## src/rtl/jb_pkg.sv

```systemverilog
// Joybus shared definitions: bit timing derived from the clock rate, TX state
// encoding and the standard host command words.
package jb_pkg;

  function automatic int t_bit(input int clk_per_us);
    return 4 * clk_per_us;
  endfunction

  function automatic int t_short(input int clk_per_us);
    return clk_per_us;
  endfunction

  function automatic int t_long(input int clk_per_us);
    return 3 * clk_per_us;
  endfunction

  typedef enum logic [1:0] {
    IDLE,
    LOW,
    HIGH,
    STOP_LOW
  } tx_state_e;

  localparam logic [7:0]  N64_POLL = 8'h01;
  localparam logic [23:0] GC_POLL  = 24'h400300;
  localparam logic [7:0]  JB_INFO  = 8'h00;

endpackage

```

## src/rtl/joybus_tx.sv

```systemverilog
// Host-side Joybus transmitter: sends tx_len command bits MSB first as
// pulse-width encoded symbols, then a short host stop bit, via a pad enable.
module joybus_tx
  import jb_pkg::*;
#(
  parameter int CLK_PER_US = 50,
  parameter int MAX_BITS   = 24
) (
  input  logic                clk,
  input  logic                rst_n,
  input  logic                tx_start,
  input  logic [MAX_BITS-1:0] tx_data,
  input  logic [4:0]          tx_len,
  output logic                jb_tx_oe,
  output logic                tx_busy,
  output logic                tx_done
);

  localparam int TB = t_bit(CLK_PER_US);
  localparam int TS = t_short(CLK_PER_US);
  localparam int TL = t_long(CLK_PER_US);
  localparam int PW = $clog2(TB);

  localparam logic [PW-1:0] LAST_SHORT = PW'(TS - 1);
  localparam logic [PW-1:0] LAST_LONG  = PW'(TL - 1);
  localparam logic [PW-1:0] LAST_BIT   = PW'(TB - 1);
  localparam logic [4:0]    LEN_MAX    = 5'(MAX_BITS);

  tx_state_e           state_q;
  logic                oe_q;
  logic                busy_q;
  logic                done_q;
  logic [PW-1:0]       phase_q;
  logic [4:0]          bits_q;
  logic [MAX_BITS-1:0] shift_q;

  logic [4:0]          len_sat;
  logic [MAX_BITS-1:0] data_aligned;
  logic [PW-1:0]       low_last;

  always_comb begin
    len_sat      = (tx_len > LEN_MAX) ? LEN_MAX : tx_len;
    data_aligned = tx_data << (MAX_BITS - int'(len_sat));
    // A '1' symbol holds the line low briefly, a '0' holds it low for long.
    low_last     = shift_q[MAX_BITS-1] ? LAST_SHORT : LAST_LONG;
  end

  // NOTE: every state flop uses <= so all branches see pre-edge values;
  // reset is asynchronous so the line is released the instant rst_n drops.
  always_ff @(posedge clk or negedge rst_n) begin
    if (!rst_n) begin
      state_q <= IDLE;
      oe_q    <= 1'b0;
      busy_q  <= 1'b0;
      done_q  <= 1'b0;
      phase_q <= '0;
      bits_q  <= '0;
      shift_q <= '0;
    end else begin
      case (state_q)
        IDLE: begin
          done_q <= 1'b0;
          busy_q <= 1'b0;
          // busy_q is still set on the tx_done cycle, so a start there is dropped.
          if (tx_start && !busy_q) begin
            shift_q <= data_aligned;
            bits_q  <= len_sat;
            phase_q <= '0;
            oe_q    <= 1'b1;
            busy_q  <= 1'b1;
            state_q <= (len_sat == 5'd0) ? STOP_LOW : LOW;
          end
        end
        LOW: begin
          phase_q <= phase_q + PW'(1);
          if (phase_q == low_last) begin
            oe_q    <= 1'b0;
            state_q <= HIGH;
          end
        end
        HIGH: begin
          if (phase_q == LAST_BIT) begin
            phase_q <= '0;
            shift_q <= shift_q << 1;
            bits_q  <= bits_q - 5'd1;
            oe_q    <= 1'b1;
            state_q <= (bits_q == 5'd1) ? STOP_LOW : LOW;
          end else begin
            phase_q <= phase_q + PW'(1);
          end
        end
        STOP_LOW: begin
          if (phase_q == LAST_SHORT) begin
            phase_q <= '0;
            oe_q    <= 1'b0;
            done_q  <= 1'b1;
            state_q <= IDLE;
          end else begin
            phase_q <= phase_q + PW'(1);
          end
        end
        default: state_q <= IDLE;
      endcase
    end
  end

  assign jb_tx_oe = oe_q;
  assign tx_busy  = busy_q;
  assign tx_done  = done_q;

endmodule

```

## config.mk

```make
export PLATFORM = sky130hd
export DESIGN_NAME = joybus_tx
export DESIGN_NICKNAME = d
export VERILOG_FILES = /design/src/rtl/jb_pkg.sv /design/src/rtl/joybus_tx.sv
export SDC_FILE = /design/constraint.sdc
export NUM_CORES = 1
export LEC_CHECK = 0
export CORE_ASPECT_RATIO = 1.2
export CORE_MARGIN = 8
export CORE_UTILIZATION = 38
export CTS_BUF_LIST = sky130_fd_sc_hd__clkbuf_8
export CTS_CLUSTER_DIAMETER = 150
export CTS_CLUSTER_SIZE = 12
export DETAILED_ROUTE_END_ITERATION = 12
export PLACE_DENSITY = 0.61
export SLEW_MARGIN = 30
export SYNTH_ARGS = -nofsm -noshare
export SYNTH_HDL_FRONTEND = slang
export SYNTH_SLANG_ARGS = --single-unit
```

## constraint.sdc

```tcl
create_clock -name clk -period 2.7 [get_ports clk]
set_input_delay 0.405 -clock clk [delete_from_list [all_inputs] [get_ports clk]]
set_output_delay 0.405 -clock clk [all_outputs]
set_load 0.01 [all_outputs]
```

==> run metrics <==
global placement routability congestion=0.8756; r2r startpoint=phase_q[4]; final hold violations=0; total track usage=17.41%; Mapped Cells=417; Die X=104.5 um; sequential share of the synthesized area=29.40%; post-route cell area=4712 um2; fin crit share=94.95%; startpoint types=input port; DR iter-0 viols=243; first-pass GRT wire length=18370 um; commonest non-fill, non-tap cell in the layout=buf_4; Area Overhead vs Synth=31.82%; final hold slack=83.86 ps; total leakage power=2.032 nW; Post-synth EDFFs=0; Pre-antenna DRT Iters=4; YS warnings=0; Slew Viols, Final=0; Arr. time, crit path=2740 ps; Final Setup Violations=0; WL/cell=17.07 um; asr flop ratio synth=100.0%; CTS buffer count=5; ANT nets after route=0; Setup Buffers After CTS=0; die area=12780 um2; row count=39; CTS sink cnt=42; final worst setup slack=136.3 ps; Seq. cell area=1051 um2; relative slew slack=57.69%; Reg-to-Reg End=shift_q[12]; dpl cell area=4563 um2; worst-case clock buffer depth=2; Setup CP Type=in2reg; hpwl dp=8478 um; RSZ-0062 raised after global routing=false; Cell Area, Synth=3575 um2; Fin Setup TNS=0 ps; Syn Area/Cell=8.572 um2; GRT overflow=0; Fmax achieved=390.1 MHz; Cell Pwr Density=657.5 nW/um2; worst min path class=in2async; detailed-route DRC error count=0; Vias=3613; clock skew=9.289 ps; maxcap violations=0; worst slew pin tran=629.8 ps; Top FF cell, synth=dfrtp_1; WP data required=2880 ps; Die H=122.2 um; CP endpoint kind=flop; fill count=862; Skew-Pair Late Insertion Delay=300 ps; post-synth cell types=62; pre-CTS setup slack=-413.7 ps; clk root buf=clkbuf_8; status=finished clean; CORE AREA=9320 um2; most frequent cells in the layout=buf_4, nand2_1, dfrtp_1; antenna violations before repair=0; multi-input logic area=2457 um2; vias per std cell=5.735; worst reg2reg setup slack=210 ps; CTS clk-pin slew, worst paths=80 ps; peak supply drop=257.1 uV; share of post-route cells with drive strength above 1=23.47%; vias in the first global route=3746; fin crit period=2564 ps; port bufs=34; CP max FO=8; DRT Wirelength=10750 um; Yosys reg bits=42; Final nets=543; largest net degree at the start of global routing=43; H-tree depth=2; Mapped Nets=454; diode count=0; Final Core Density=50.56%; Starting Density=38.35%; Worst Reg-to-Reg Cells=7; CTS tree=built; Boundary Pins=35
-- stage by stage --
step / power (W) / cells
final: 0.003098 / 630
after global placement: 0.002605 / 622
after floorplan: 0.002068 / 417
after CTS: 0.003084 / 630
after detailed placement: 0.002652 / 622
after global routing: 0.003352 / 630
-- kinds of logic (layout without fill, tap and decap cells) --
| group | after synthesis | after routing | share of synthesized area (%) |
|---|---|---|---|
| xor gates and xnor gates | 6 | 6 | 1.470 |
| AOI/OAI and AO/OA | 127 | 127 | 24.08 |
| DFF | 42 | 42 | 29.40 |
| and+or+nand+nor | 151 | 151 | 20.41 |
| muxes | 50 | 50 | 18.34 |
| buffers and inverters | 36 | 126 | 4.550 |
| adders and majority gates | 5 | 5 | 1.750 |
-- area by class of cell --
type                       instances  share of cell area [%]
clock buffer                       6                   1.753
clock inverter                     2                  0.1859
inverter                           9                  0.8232
multi-input combinational        339                   52.15
sequential                        42                   22.30
tap                              123                   3.266
timing repair buffer             109                   19.52
-- cell usage after synthesis, drive strengths merged, types with 2 or more instances --
master	n	share of area, %
a22o	5	1.2
mux4	12	7.6
and3	6	1.1
o2111ai	3	0.74
a211o	3	0.74
o211ai	6	1.3
o22ai	5	0.88
o31ai	6	1.3
or3	3	0.53
mux2	4	1.3
o21ai	31	4.3
xnor2	2	0.49
dfrtp	42	29
nor2	40	4.2
ha	5	1.8
inv	8	0.84
nor2b	12	2.1
nor3	11	1.5
buf	10	1.8
and2	2	0.35
a222oi	2	0.56
nor4	2	0.35
nand2b	7	1.2
a21boi	4	0.94
a32oi	3	0.74
o21a	4	0.84
a311oi	2	0.49
nand3b	2	0.42
nand4	3	0.53
a221oi	4	0.98
nand2	43	4.5
a21o	3	0.63
xor2	4	0.98
clkbuf	17	1.8
a22oi	4	0.84
mux2i	34	9.5
a211oi	5	1.1
nand3	13	1.8
a21oi	26	3.6
o221a	2	0.63
nand4b	2	0.49
-- metal layers --
layer | track usage [%] | part of all wire (%)
met1 | 20.31 | 43
met2 | 30.77 | 50
met4 | 8.341 | 2.9
met5 | 0 | 0
met3 | 2.784 | 4.1
-- timing repair --
action,in CTS,in global routing
hold endpoints to repair,0,0
pin swaps,0,1
setup endpoints to repair,6,15
hold buffers,0,0
resized for setup,2,12
-- critical path, stage by stage --
cell             delay (ps)
clkdlybuf4s50_1         480
a21boi_4                230
clkinv_4                 80
ha_4                    200
buf_12                  140
a21oi_2                 190
a22oi_1                 120
o2111ai_1               240
o221a_2                 220
o21ai_0                 100
a221o_1                 330
-- worst max-delay path by stage --
stage	startpoint	to	cells after the start
after global routing	tx_len[3]	shift_q[17]	12
after floorplan	tx_len[0]	shift_q[3]	13
final	tx_len[0]	shift_q[23]	11
after global placement	tx_len[4]	shift_q[23]	11
after detailed placement	tx_len[4]	shift_q[23]	11
after CTS	tx_len[4]	shift_q[23]	11
-- sequential cells by signal (all words and copies together) (netlist names) --
| signal | flops |
|---|---|
| phase_q | 8 |
| shift_q | 24 |
| state_q | 2 |
| bits_q | 5 |
| tx_done | 1 |
| tx_busy | 1 |
| jb_tx_oe | 1 |
-- where the power goes --
part / leakage, nW / total (W) / switching (W) / internal (W)
Sequential: 0.533 / 0.00102 / 0.000171 / 0.000850
Clock: 0.0524 / 0.000420 / 0.000217 / 0.000203
Combinational: 1.45 / 0.00166 / 0.000886 / 0.000771
(Power assumes the default switching activity.)
